$ cat config.mk
export PLATFORM = sky130hd
export DESIGN_NAME = pc_gen
export DESIGN_NICKNAME = d
export VERILOG_FILES = /design/src/rtl/pc_gen_pkg.sv /design/src/rtl/pc_redirect_hold.sv /design/src/rtl/pc_gen.sv
export SDC_FILE = /design/constraint.sdc
export NUM_CORES = 1
export LEC_CHECK = 0
export BUFFER_PORTS_ARGS = -buffer_cell sky130_fd_sc_hd__buf_2
export CORE_MARGIN = 1
export CORE_UTILIZATION = 47
export CTS_CLUSTER_SIZE = 16
export DETAILED_ROUTE_END_ITERATION = 16
export PLACE_DENSITY = 0.81
export SYNTH_ARGS = -nofsm -noshare
export SYNTH_HDL_FRONTEND = slang
export SYNTH_SLANG_ARGS = --single-unit
export TNS_END_PERCENT = 30
$ cat constraint.sdc
create_clock -name clk -period 5.5 [get_ports clk]
set_input_delay 0.825 -clock clk [delete_from_list [all_inputs] [get_ports clk]]
set_output_delay 0.825 -clock clk [all_outputs]
set_load 0.05 [all_outputs]
$ cat src/rtl/pc_gen_pkg.sv
// Shared definitions for the MiniMIPS32 PC generator: boot address, chip-enable
// levels, sequencer state encodings and the sequential-fetch increment.
package pc_gen_pkg;

    localparam logic [31:0] RESET_PC_DEFAULT = 32'hBFC0_0000;
    localparam logic [31:0] ZeroWord         = 32'h0000_0000;
    localparam logic        ChipEnable       = 1'b1;
    localparam logic        ChipDisable      = 1'b0;

    typedef enum logic [1:0] {
        PC_BOOT = 2'd0,
        PC_RUN  = 2'd1,
        PC_HOLD = 2'd2
    } pc_state_e;

    // Sequential fetch step; wraps modulo 2^32 by construction.
    function automatic logic [31:0] pc_plus4(input logic [31:0] pc);
        return pc + 32'd4;
    endfunction

endpackage : pc_gen_pkg

$ cat src/rtl/pc_redirect_hold.sv
// Pending-redirect register: captures a branch target seen during a stall and
// holds it until the sequencer consumes or discards it.
module pc_redirect_hold
    import pc_gen_pkg::*;
(
    input  logic        clk,
    input  logic        rst,
    input  logic        capture_i,
    input  logic        clear_i,
    input  logic [31:0] target_i,
    output logic        pend_valid_o,
    output logic [31:0] pend_pc_o
);

    logic        pend_valid_q, pend_valid_d;
    logic [31:0] pend_pc_q,    pend_pc_d;

    // Next pending value: a newer capture always overwrites an older one.
    always_comb begin
        pend_valid_d = pend_valid_q;
        pend_pc_d    = pend_pc_q;
        if (capture_i) begin
            pend_valid_d = 1'b1;
            pend_pc_d    = target_i;
        end else if (clear_i) begin
            pend_valid_d = 1'b0;
            pend_pc_d    = pend_pc_q;
        end else begin
            pend_valid_d = pend_valid_q;
            pend_pc_d    = pend_pc_q;
        end
    end

    // Pending state registers; reset drops any captured redirect.
    always_ff @(posedge clk or negedge rst) begin
        if (!rst) begin
            pend_valid_q <= 1'b0;
            pend_pc_q    <= ZeroWord;
        end else begin
            pend_valid_q <= pend_valid_d;
            pend_pc_q    <= pend_pc_d;
        end
    end

    assign pend_valid_o = pend_valid_q;
    assign pend_pc_o    = pend_pc_q;

endmodule : pc_redirect_hold

$ cat src/rtl/pc_gen.sv
// Program-counter generator feeding the IF stage. Define PC_PENDING_REDIRECT_EN
// to capture branches that arrive during a stall and replay them afterwards.
module pc_gen
    import pc_gen_pkg::*;
#(
    parameter logic [31:0] RESET_PC = RESET_PC_DEFAULT
) (
    input  logic        clk,
    input  logic        rst,
    input  logic        stall_i,
    input  logic        flush_i,
    input  logic [31:0] flush_pc_i,
    input  logic        branch_flag_i,
    input  logic [31:0] branch_target_i,
    output logic [31:0] pc_o,
    output logic        ce_o
);

    pc_state_e   state_q, state_d;
    logic [31:0] pc_q, pc_d;
    logic        ce_q;
    logic        pend_valid_s;
    logic [31:0] pend_pc_s;

`ifdef PC_PENDING_REDIRECT_EN
    logic capture_s;
    logic clear_s;

    pc_redirect_hold u_redirect_hold (
        .clk          (clk),
        .rst          (rst),
        .capture_i    (capture_s),
        .clear_i      (clear_s),
        .target_i     (branch_target_i),
        .pend_valid_o (pend_valid_s),
        .pend_pc_o    (pend_pc_s)
    );
`else
    assign pend_valid_s = 1'b0;
    assign pend_pc_s    = ZeroWord;
`endif

    // Redirect priority: flush, stalled branch, stall, live branch, pending, +4.
    always_comb begin
        pc_d    = pc_q;
        state_d = state_q;
`ifdef PC_PENDING_REDIRECT_EN
        capture_s = 1'b0;
        clear_s   = 1'b0;
`endif
        case (state_q)
            PC_BOOT: begin
                // First fetch is at the boot address itself, so no increment here.
                pc_d    = pc_q;
                state_d = PC_RUN;
            end
            PC_RUN, PC_HOLD: begin
                if (flush_i) begin
                    pc_d    = flush_pc_i;
                    state_d = PC_RUN;
`ifdef PC_PENDING_REDIRECT_EN
                    clear_s = 1'b1;
`endif
                end else if (stall_i && branch_flag_i) begin
                    pc_d = pc_q;
`ifdef PC_PENDING_REDIRECT_EN
                    capture_s = 1'b1;
                    state_d   = PC_HOLD;
`else
                    state_d = state_q;
`endif
                end else if (stall_i) begin
                    pc_d    = pc_q;
                    state_d = state_q;
                end else if (branch_flag_i) begin
                    pc_d    = branch_target_i;
                    state_d = PC_RUN;
`ifdef PC_PENDING_REDIRECT_EN
                    clear_s = 1'b1;
`endif
                end else if (pend_valid_s) begin
                    pc_d    = pend_pc_s;
                    state_d = PC_RUN;
`ifdef PC_PENDING_REDIRECT_EN
                    clear_s = 1'b1;
`endif
                end else begin
                    pc_d    = pc_plus4(pc_q);
                    state_d = PC_RUN;
                end
            end
            default: begin
                pc_d    = RESET_PC;
                state_d = PC_BOOT;
            end
        endcase
    end

    // Sequencer state and registered fetch outputs.
    always_ff @(posedge clk or negedge rst) begin
        if (!rst) begin
            state_q <= PC_BOOT;
            pc_q    <= RESET_PC;
            ce_q    <= ChipDisable;
        end else begin
            state_q <= state_d;
            pc_q    <= pc_d;
            ce_q    <= (state_d == PC_BOOT) ? ChipDisable : ChipEnable;
        end
    end

    assign pc_o = pc_q;
    assign ce_o = ce_q;

endmodule : pc_gen

==> results of run 1 <==
==> final cells by class <==
type,instances,area [um^2]
clock buffers,8,100
fillers,448,1790
inverters,13,48.8
multi-input cells,234,1460
flip-flops and latches,35,887
well taps,67,83.8
repair buffers,102,513
==> flip-flops by register name, indices dropped and copies added, names as in the netlist <==
| signal | flops |
|---|---|
| pc_o | 32 |
| state_q | 2 |
| ce_o | 1 |
==> cell usage after synthesis, drive strengths merged (9+ instances only) <==
cell    number  area, um^2
o21ai       23         115
nand3       16        90.1
inv         13        48.8
o22ai       12        75.1
a22o        11        96.3
clkbuf      11        41.3
nand2       20        75.1
a21oi       22         110
nor2        28         105
dfstp        9         236
dfrtp       26         651
==> worst min-delay path by stage <==
stage                   from       end  slack (ps)
floorplan                rst      ce_o         530
global placement    pc_o[31]  pc_o[31]         450
detailed placement  pc_o[31]  pc_o[31]         470
CTS                 pc_o[31]  pc_o[31]         480
global route        pc_o[31]  pc_o[31]         510
finish              pc_o[31]  pc_o[31]         470
==> cell families after synthesis <==
family	Yosys count	share of synthesized area, %
compound gates	122	33.9
simple gates	104	21.7
flops	35	36.0
buf+inv	30	4.92
fa+ha+maj	4	2.03
xor+xnor	2	0.711
mux	2	0.812
==> cell usage in the layout (no fill, tap or decap), types with 3 or more instances in the layout <==
master,synthesis,final
sky130_fd_sc_hd__or3_1,3,3
sky130_fd_sc_hd__buf_2,4,101
sky130_fd_sc_hd__inv_1,13,13
sky130_fd_sc_hd__nand4_1,8,8
sky130_fd_sc_hd__nor4_1,5,5
sky130_fd_sc_hd__a31oi_1,4,4
sky130_fd_sc_hd__nand2_1,20,20
sky130_fd_sc_hd__a22oi_1,4,4
sky130_fd_sc_hd__a211oi_1,4,4
sky130_fd_sc_hd__a21o_1,8,8
sky130_fd_sc_hd__clkbuf_8,0,7
sky130_fd_sc_hd__nor2_1,28,28
sky130_fd_sc_hd__o21ai_0,23,23
sky130_fd_sc_hd__a2bb2oi_1,4,4
sky130_fd_sc_hd__dfrtp_1,26,26
sky130_fd_sc_hd__a221oi_1,4,4
sky130_fd_sc_hd__o31ai_1,7,7
sky130_fd_sc_hd__dfstp_2,9,9
sky130_fd_sc_hd__o22ai_1,12,12
sky130_fd_sc_hd__nand3_1,14,14
sky130_fd_sc_hd__a21oi_1,22,22
sky130_fd_sc_hd__ha_1,4,4
sky130_fd_sc_hd__and4_1,3,3
sky130_fd_sc_hd__nor3_1,6,6
sky130_fd_sc_hd__a22o_1,11,11
sky130_fd_sc_hd__and3_1,6,6
sky130_fd_sc_hd__o22a_1,5,5
sky130_fd_sc_hd__a221o_1,4,4
==> report_power, final <==
group | total [mW] | switching [mW] | internal (mW) | leakage (nW)
registers | 0.352 | 0.0529 | 0.299 | 0.387
logic | 0.325 | 0.225 | 0.0999 | 0.955
clock network | 0.211 | 0.0969 | 0.114 | 0.0515
==> through the flow <==
stage	total power [mW]	setup slack, ps	util (%)
5_1_grt	0.929	2430	63.3
3_3_place_gp	0.669	2510	61.3
3_5_place_dp	0.677	2410	61.3
2_1_floorplan	0.581	3130	-
4_1_cts	0.887	2660	63.3
6_report	0.889	2640	63.3
==> worst reg2reg max path: cells and delay by family (launching register included) <==
kind	cells	cell delay, ps
compound gates	3	820
simple gates	1	790
buf+inv	2	260
flops	1	390
fa+ha+maj	1	520
==> routing by layer <==
layer  GRT usage, %  wire [um]  share of wire [%]
met5              0          0                  0
met4           15.7        207                2.7
met3           4.47        686                8.9
met2           49.9       3660                 48
met1           37.0       3140                 41
==> impl_summary.md, run 1 <==
Layout
Summing all non-filler instances in the final layout gives an area of approximately 0.0031 mm^2. The number of standard cells in the layout, taps in and fillers out is 459. Relative to the synthesized area, the layout overhead comes to 25.3%. The share of final-layout standard cells stronger than drive strength 1 is around a third. The antenna cell count is 0. The final net count is around 460.

Critical path
The data required time at the worst endpoint is approximately 5700 ps. The largest single stage delay on the critical path is around 790 ps. The critical path endpoint category is a flop. The worst register-to-register path ends at pc_o[29]. Together, buffers and inverters on the worst path number 2.

The library cell contributing the largest single delay on the critical path is sky130_fd_sc_hd__or3_1. The setup check on the worst reg-to-reg path leaves a slack of approximately 2600 ps. The endpoint of the worst setup timing path is pc_o[29]. The worst reg2reg path startpoint is state_q[0]. The most critical setup path has its startpoint at state_q[0].

The cell family contributing the most delay on the critical path is compound AO/OA/AOI/OAI gates. In this run the number of cells on the critical path is 7. The most prevalent standard cell on the critical path is sky130_fd_sc_hd__inv_1. STA puts the critical path data arrival time at 3080 ps. The start-to-end type of the worst setup path is reg -> reg. The maximum fanout along the worst path is 28.

The depth of the worst register-to-register path is 7. The critical path startpoint category is a flop. The signal on the critical path passes through inv_1 > ha_1 > inv_1 > or3_1 > a221o_1 > o21a_1 > o22a_1.

CTS
The master cell of the clock root buffer is sky130_fd_sc_hd__clkbuf_8. After clock tree synthesis, the repair step resized 0 gates. The maximum count of clock buffers along a single path is 2. The hold buffer count at cts is 0. The number of CTS-inserted buffers is 5. The register clock-pin slew on the reported worst setup and hold paths is approximately 70 ps. In this run the post-CTS setup repair buffer count came out at 0. CTS built an H-tree with a depth of 2.

The count of clock tree sinks is 35. TritonCTS built the clock tree. The insertion delay of the later-clocked pin in the worst-skew pair is around 300 ps.

Pwr
IR analysis of the VDD net gives a maximum drop of approximately 0.17 mV. Power spread over the standard cell area amounts to around 290 mW/mm^2. In this run the static leakage power is 1.39 nW.

Detailed routing
Once detail routing completed, the nets flagged for antenna violations numbered 0. The number of design rule violations left after detail routing is 0. For this block, the routed nets add up to just under 8000 um of wire. Using the TritonRoute via totals, the vias-per-cell ratio works out to 6.17. The average wire per cell in the routed design is approximately 17 um. The number of search-and-repair iterations in the first detailed-routing pass is 4. The initial DRC count is around 210. The via count is 2,834.

Synthesis
The total nets after synthesis is 372. The synthesized netlist occupies a cell area of around 0.0025 mm^2. The number of enable-type register cells in the synthesized netlist is 0. Each instance of the synthesized netlist takes up on average approximately 8 um^2. The most used flip-flop cell after synthesis is sky130_fd_sc_hd__dfrtp_1. After synthesis, the netlist uses 47 different library cells. The gate count after technology mapping is between 200 and 300. For this run, asynchronously set or reset flops after synthesis account for 100%. The sequential element share of the synthesized area is a little over a third. The number of register bits inferred by synthesis is 35. For this run, the number of Yosys warnings is 0.

Min path
The count of cells along the worst hold path is 2. The path class of the tightest hold or removal check is reg -> reg.

Timing
For the final database, setup skew stands at about 5.2 ps. The final-report hold violation count is 0. For the finished layout, the period the worst path requires is between 2000 and 3000 ps. The worst hold margin is around 470 ps. The aggregate negative setup slack is 0 ps.

The worst max-slew margin expressed relative to the limit is 34.4%. Setup violations remaining at the end of the flow were counted as 0. Setup repair after global routing left no endpoint under its margin. Timing would allow up to ~0.35 GHz. The number of pins exceeding their max-slew limit in the final report is 0. The slew at the pin closest to its max-slew limit is just under 1000 ps. The share of the cycle needed by the critical path after routing is between 50 and 60%.

Floorplanning
The horizontal die dimension is approximately 74 um. In this run the core area contains 25 standard-cell rows. The starting density of the core is between 50% and 60%. The total area inside the core boundary comes to about 0.0049 mm^2. The top-level I/O count is 102. The die is around 74 um tall. The floorplan die area is roughly 0.0055 mm^2.

Run
The number of maximum-capacitance constraint violations is 0.

GRT
The number of global-route vias before repair was 2,718. The initial antenna violation count was 0. Entering global routing, the biggest net connects 36 pins. For this run the aggregate overflow at the end of global routing stands at 0. Global routing consumed, over all layers together, between 20% and 30% of the routing resources.

The global-route wire length before repair is 12,400 um.

Placement
In this run the tool buffered the top-level ports with ~100 buffer cells. The placed cell area is about 0.003 mm^2. Once placement completed, the tool counted placed cells totaling ~450.

The routability congestion estimate is 0.863. After legalization and detailed placement, the total HPWL measured 5400 um.

Outcome
The flow ran to the end, and the final reports show no timing, DRC or antenna violations.
(Power assumes the default switching activity.)
==> inputs of run 2 (changes only) <==
--- a/config.mk
+++ b/config.mk
@@ -7,10 +7,10 @@
 export LEC_CHECK = 0
 export BUFFER_PORTS_ARGS = -buffer_cell sky130_fd_sc_hd__buf_2
 export CORE_MARGIN = 1
-export CORE_UTILIZATION = 47
+export CORE_UTILIZATION = 44
 export CTS_CLUSTER_SIZE = 16
 export DETAILED_ROUTE_END_ITERATION = 16
-export PLACE_DENSITY = 0.81
+export PLACE_DENSITY = 0.8
 export SYNTH_ARGS = -nofsm -noshare
 export SYNTH_HDL_FRONTEND = slang
 export SYNTH_SLANG_ARGS = --single-unit
==> constraint.sdc (replaced) <==
create_clock -name clk -period 2.48 [get_ports clk]
set_input_delay 0.372 -clock clk [delete_from_list [all_inputs] [get_ports clk]]
set_output_delay 0.372 -clock clk [all_outputs]
set_load 0.05 [all_outputs]
==> run 2 against run 1 <==
  * Flip-flop and latch count did not move
  * Global-route usage down 2.7 points
  * Die area up 6.6%
  * Sequential share of layout area is 0.84 points lower
  * Highest routed layer unchanged
  * Hold slack lost 320 ps
  * Critical path type unchanged
  * Largest cell class unchanged
==> impl_summary.md, run 2 (same netlist as run 1, synthesis figures left out) <==
CTS
The tree is rooted in a sky130_fd_sc_hd__clkbuf_8. The insertion delay of the later-clocked pin in the worst-skew pair is 300 ps. Hold repair after CTS inserted 0 buffers. After clock tree synthesis, the setup repair step added 0 buffers.

TritonCTS created 5 clock buffers. The maximum count of clock buffers along a single path is 2. The H-tree depth is 2. TritonCTS built the clock tree. The total of cells resized after clock tree synthesis is 0.

The clock drives 35 sinks. After clock tree synthesis, the clock-pin slew on the worst setup and hold paths is 80 ps.

Floorplanning
The starting density of the core is 47.1%. The core region area is 0.00524 mm^2. The floorplan step defined a die boundary enclosing between 0.005 and 0.006 mm^2.

The cell row count is 26. The top-level I/O count is roughly 100. The horizontal die dimension is around 77 um. The die extent in y is roughly 77 um.

Pwr
The power density over the cells is 612 mW/mm^2. The leakage power total is ~1.5 nW. The peak ir drop on the vdd network is 0.347 mV.

Timing
In the finished design, the share of the clock period the worst path needs comes to 91.2%. Setup repair after global routing left no endpoint under its margin. The total of endpoints with negative setup slack in the final report is 0. The final-report hold violation count came to 0. At the pin with the least slew margin, the transition time is 895 ps. Setup slack on the critical path of the routed design comes to between 200 and 250 ps. Across the routed clock network, the largest skew measured is between 7 and 8 ps. Headroom to the max-slew limit came out at 40.3%.

The number of pins exceeding their max-slew limit in the final report is 0. Setup total negative slack on the finished layout was measured at 0 ps. The maximum clock frequency is around 0.44 GHz.

The shortest clock period the worst path allows after layout is between 2000 and 2500 ps.

Placement
The total of buffers placed on input and output ports is 101. The post-placement worst setup slack is roughly 250 ps. The routability congestion estimate is roughly 0.85.

Detailed placement finished with a half-perimeter wire length of 5610 um.

GRT
For this run, global-route usage on met2 was measured as around 46%. The pin count of the biggest net entering global routing is 36. The first global-routing pass estimated approximately 13,000 um of wire. The global routing stage identified its most utilized layer as met2. The global-route total usage across every layer is 27.1%. The initial antenna violation count is 0. The total grt overflow is 0. The number of global-route vias before repair was between 2,000 and 3,000.

For this run, global-route usage on met1 was measured as a little over a third. For this run, global-route usage on met3 was measured as under 10%.

Critical path
The setup path with the least slack is of type reg -> reg. Data arrives at the worst endpoint at roughly 2500 ps. The critical path launch point is state_q[0].

The data required time at the worst endpoint is about 2700 ps. The maximum fanout along the worst path is 11. For the worst flop-to-flop path, the logic depth is 7.

The worst reg2reg path endpoint is pc_o[17]. For flop-to-flop paths, the worst setup slack is about 220 ps. The worst reg2reg path startpoint is state_q[0].

In this run the worst setup path terminates at pc_o[17]. The critical path startpoint category is a flop. STA classifies the critical path endpoint as a flop.

Detailed routing
After detailed routing, the number of remaining DRC violations is 0. The average wire per cell in the routed design is between 15 and 20 um. The count of antenna-violating nets left after detailed routing is 0. The total detailed-routing wirelength is roughly 7600 um. The via count is approximately 2,800. After the first detailed-routing iteration, the DRC count stood at just over 200. The number of search-and-repair iterations in the first detailed-routing pass is 4.

The ratio of routed vias to standard cells is between 5 and 6.

Layout
The layout has about 500 filler cells. In the layout the commonest cells are sky130_fd_sc_hd__buf_2, sky130_fd_sc_hd__nor2_1, sky130_fd_sc_hd__dfrtp_1. The register with the most flip-flops in the layout has 32 of them. The commonest non-fill, non-tap cell in the layout is sky130_fd_sc_hd__buf_2. The area growth from synthesis to final layout is 29.1%.

The antenna cell count is 0. The final net count is around 480. The share of final-layout standard cells stronger than drive strength 1 is around 34%.

Outcome
The run finished with clean final reports.

Run
Across the run, the number of max-cap violations was 0.

Min path
The path class of the tightest hold or removal check is in -> async.
run 2: cell count changes in the layout (fill, tap and decap cells not counted), sizes merged:
| cell | before | now |
|---|---|---|
| buf | 102 | 115 |
| clkinv | 0 | 1 |
| clkbuf | 8 | 7 |
run 2: power by group:
group | switching [mW] | leakage, nW | total (mW) | internal [mW]
Combinational | 0.500 | 1.02 | 0.729 | 0.229
Clock | 0.217 | 0.0482 | 0.441 | 0.224
Sequential | 0.115 | 0.387 | 0.778 | 0.663
Total | 0.832 | 1.46 | 1.95 | 1.12
run 2: final cells by class:
cell class                      count  area, um^2  area share (%)
Multi-Input combinational cell    234        1460            45.8
Clock buffer                        7        86.3            2.71
Clock inverter                      1        5.00           0.157
Tap cell                           70        87.6            2.75
Inverter                           13        48.8            1.53
Sequential cell                    35         887            27.9
Timing Repair Buffer              115         611            19.2
run 2: worst min-delay path by stage:
stage,from,to,cells past startpoint
after floorplan,rst,ce_o,0
after global placement,pc_o[31],pc_o[31],2
after detailed placement,pc_o[31],pc_o[31],2
after CTS,rst,pc_o[18],1
after global routing,rst,pc_o[18],1
final,rst,pc_o[18],1
run 2: metal layers:
metal	wire length, um	vias up
met5	0	-
met4	95	0
met3	491	11
met2	3710	107
met1	3320	1356
li1	-	1371
run 2: worst max-delay path: stages (launching register included):
cell,delay [ps]
sky130_fd_sc_hd__dfrtp_1,380
sky130_fd_sc_hd__inv_1,80
sky130_fd_sc_hd__ha_1,300
sky130_fd_sc_hd__inv_1,50
sky130_fd_sc_hd__or3_1,520
sky130_fd_sc_hd__buf_4,260
sky130_fd_sc_hd__or4_1,500
sky130_fd_sc_hd__nand3_1,90
run 2: per-stage QoR:
step | cells | utilization, % | instance area, um^2 | hold WS [ps] | power [mW]
final | 475 | 60.8 | 3180 | 154 | 1.95
after floorplan | 299 | - | 2460 | 76.4 | 1.29
after detailed placement | 467 | 59.0 | 3090 | 468 | 1.51
after CTS | 475 | 60.8 | 3180 | 184 | 1.95
after global routing | 475 | 60.8 | 3180 | 223 | 2.05
after global placement | 467 | 59.0 | 3090 | 453 | 1.49
==> inputs of run 3 (changes only) <==
--- a/config.mk
+++ b/config.mk
@@ -5,9 +5,10 @@
 export SDC_FILE = /design/constraint.sdc
 export NUM_CORES = 1
 export LEC_CHECK = 0
+export ABC_AREA = 1
 export BUFFER_PORTS_ARGS = -buffer_cell sky130_fd_sc_hd__buf_2
 export CORE_MARGIN = 1
-export CORE_UTILIZATION = 44
+export CORE_UTILIZATION = 45
 export CTS_CLUSTER_SIZE = 16
 export DETAILED_ROUTE_END_ITERATION = 16
 export PLACE_DENSITY = 0.8
==> run 3 against run 2 <==
  * Via count up 8.0%
  * Clock skew shrank 2.4 ps
  * Cell count is 23% higher
  * Non-clock buffer count fell by 11
  * Sequential power down 3.7%
  * Die area up 6.3%
  * Global-route usage up 0.56 points
  * Power fell by 5.7%
  * Largest power group unchanged
==> impl_summary.md, run 3 <==
Synthesis
The main flop type after synthesis is sky130_fd_sc_hd__dfrtp_1. In the post-synthesis netlist, the biggest area contributors are sky130_fd_sc_hd__dfrtp_1, sky130_fd_sc_hd__nand2_1, sky130_fd_sc_hd__dfstp_2, sky130_fd_sc_hd__nor2_1, sky130_fd_sc_hd__nand3_1. Counting flops with a built-in enable in the synthesized netlist gives 0.

The share of the synthesized area in the top cell type is 24.2%. The number of register bits inferred by synthesis is 35. Counting distinct cell types in the post-synthesis netlist gives 33. During synthesis, Yosys emitted a total of 0 warnings.

The commonest cells after synthesis are sky130_fd_sc_hd__nand2_1, sky130_fd_sc_hd__nor2_1, sky130_fd_sc_hd__inv_1. The synthesized area per cell is about 6.5 um^2. The sequential element share of the synthesized area is roughly 33%.

The cell count after synthesis came out at 412. In the post-synthesis netlist, the cell with the most instances is sky130_fd_sc_hd__nand2_1. The async set or reset register ratio after synthesis is 100%. The total nets after synthesis is 485.

The post-synthesis cell area is 0.00269 mm^2. The largest total area in the synthesized netlist belongs to sky130_fd_sc_hd__dfrtp_1.

Timing
Setup violations remaining at the end of the flow were counted as 0. For the pin with the worst max-slew slack, the measured transition is 852 ps. The worst max-slew margin expressed relative to the limit is 43.0%. The clock arrives with roughly 5.5 ps of skew. The maximum clock frequency is 0.492 GHz. The clock period could shrink to 2030 ps.

The aggregate negative setup slack is 0 ps. Setup slack closes at 449 ps. The number of pins exceeding their max-slew limit in the final report is 0. The final-report hold violation count is 0. After layout, the worst path uses between 80% and 90% of the clock period. Hold timing on the final database bottoms out at a slack of between 150 and 200 ps.

Setup repair after global routing left no endpoint under its margin.

Pwr
The overall power of the completed layout is approximately 1.8 mW. In this run switching power makes up a little over two fifths of total power. The leakage power total is between 1.5 and 2 nW. VDD sags by at most about 0.27 mV. The register share of total power is about 40%.

In this run the power spent charging and discharging nets is around 790 uW. Of the total power, the clock network draws between 20% and 30%. The cell internal power dissipation is 1.04 mW.

The power density over the cells is roughly 550 mW/mm^2. Combinational logic is responsible for a little over a third of the overall power.

Placement
The count of buffers added on input and output ports is slightly above 100. At the end of routability-driven placement, the weighted congestion stood at ~0.87. The placed cell area is 0.00323 mm^2. The placed wire-length estimate after detailed placement is 6070 um. Prior to clock tree synthesis, the placed netlist has a worst setup slack of 287 ps. The number of placed instances, taps included, is 574.

CTS
In this run, post-CTS repair resized a total of 0 instances. Buffers added to address setup during post-CTS repair amount to 0. The later pin in the worst-skew pair is clocked with a latency of 290 ps.

Buffers inserted to repair hold after CTS numbered 0. After clock tree synthesis, the clock-pin slew on the worst setup and hold paths is 70 ps. The master cell of the clock root buffer is sky130_fd_sc_hd__clkbuf_8. The maximum count of clock buffers along a single path is 2.

The TritonCTS clock tree is done. The number of clock buffers added by TritonCTS is 5. The H-tree depth is 2.

For this design, the sink count on the clock tree is 35.

Critical path
The critical path starts at state_q[0]. The worst reg2reg path startpoint is state_q[0]. The maximum cell stage delay along the critical path is ~380 ps.

The number of buffers and inverters on the critical path is 2. Grouping stages by cell kind, the critical path spends the most delay in simple AND/OR/NAND/NOR gates. The library cell contributing the largest single delay on the critical path is sky130_fd_sc_hd__dfrtp_1.

Data on the critical path is required at its endpoint by around 2700 ps. In this run the worst path has a maximum fanout of 23. Walking the worst path, the cells encountered are inv_1 > ha_1 > nand3_2 > nand2_1 > inv_2 > nand2_2 > or2_1 > o21ai_1. STA classifies the critical path endpoint as a flop.

Data on the critical path arrives at its endpoint at approximately 2300 ps. The worst setup path is of the reg -> reg kind. The worst setup path is launched from a flop.

Layout
The library cell used most frequently in the layout, excluding fill and tap cells, is sky130_fd_sc_hd__nand2_1. In the layout the commonest cells are sky130_fd_sc_hd__nand2_1, sky130_fd_sc_hd__buf_2, sky130_fd_sc_hd__nor2_1. The number of flip-flops in the largest register is 32. The repair_antennas step left the layout with diodes totalling 0. After routing the design area is 0.00331 mm^2. Summing all multi-input logic gate instances after layout gives between 0.0015 and 0.002 mm^2. The utilization after layout is 58.7%. The sequential cells in the finished layout cover a total of a little under 900 um^2.

The final net count is 582. The number of filler instances in the final layout is 564. In the final layout, the share of cells above drive strength 1 is 27.5%. The number of standard cells in the layout, taps in and fillers out is 582. The area growth from synthesis to layout is 23.4%.

GRT
The initial antenna violation count is 0. The number of global-route vias before repair is a little under 3,000. Global routing used between 20% and 30% of the available tracks. The pin count of the biggest net entering global routing is 36.

The global-route wire length before repair is ~14,000 um. For this run the aggregate overflow at the end of global routing stands at 0.

Floorplanning
The starting density of the core is 47.6%. The floorplan die area is between 0.006 and 0.007 mm^2. From left edge to right edge, the die measures approximately 80 um.

The cell row count is 27. For this design the top-level I/O count stands at 102. The core region is 0.00564 mm^2.

From bottom edge to top edge, the die measures 79.2 um.

Detailed routing
The first detailed-routing pass ran for 5 iterations. Dividing the detail-routed via count by the number of cells gives 5.28. After detailed routing, the number of remaining DRC violations is 0.

The detail route stage leaves a number of antenna-violating nets equal to 0. The initial DRC count is approximately 190. The average wire per cell in the routed design is 13.8 um.

The routed design has 8010 um of wire. The final route contains just over 3,000 vias.

Run
Across the run, the number of max-cap violations was 0.

Outcome
The run finished with clean final reports.

Min path
The class of the worst hold path is in -> async.
-- run 3: cell count changes after synthesis, sizes merged, moves of 7 or more --
cell   delta
nand3    +10
o21ai    -11
o22ai     +8
nor2     +43
inv      +22
a21o      -8
a22o     -10
nand2   +127
nand4     -7
xnor2     +7
-- run 3: path summary, 6_finish.rpt --
path                             to  slack, ps  depth (start not counted)
max                         pc_o[5]        450                          8
min                        pc_o[10]        170                          1
max reg2reg                 pc_o[5]        450                          8
min reg2reg                pc_o[23]        530                          2
max in group asynchronous      ce_o       1790                          1
min in group clk            pc_o[9]        340                          3
-- run 3: power by group through the flow --
stage                     logic [mW]  registers [mW]  clock network, mW
after floorplan                0.253           0.970                  0
after global placement         0.662           0.755                  0
after detailed placement       0.673           0.755                  0
after CTS                      0.674           0.745              0.423
after global routing           0.732           0.760              0.455
final                          0.673           0.749              0.415
-- run 3: per-layer routing --
layer	vias up	track usage, %	part of all wire [%]
met5	-	0	0
met3	13	4.14	5.5
met4	0	8.18	1.6
li1	1527	-	-
met2	121	46.0	47
met1	1412	37.0	46
-- run 3: area by class of cell --
type                            instances  share of cell area (%)
Inverter                               35                    3.96
Multi-Input combinational cell        328                    48.2
Clock inverter                          1                   0.151
Tap cell                               72                    2.72
Timing Repair Buffer                  104                    15.9
Clock buffer                            7                    2.30
Sequential cell                        35                    26.8
-- run 3: cell families (layout without fill, tap and decap cells) --
group                      count (synthesis)  after routing  share of synthesized area [%]
and+or+nand+nor                          250            250                           39.7
AOI/OAI and AO/OA                         65             65                           15.0
buffers and inverters                     49            147                           7.50
xor gates and xnor gates                   9              9                           2.94
DFF                                       35             35                           33.0
adders and majority gates                  4              4                           1.86
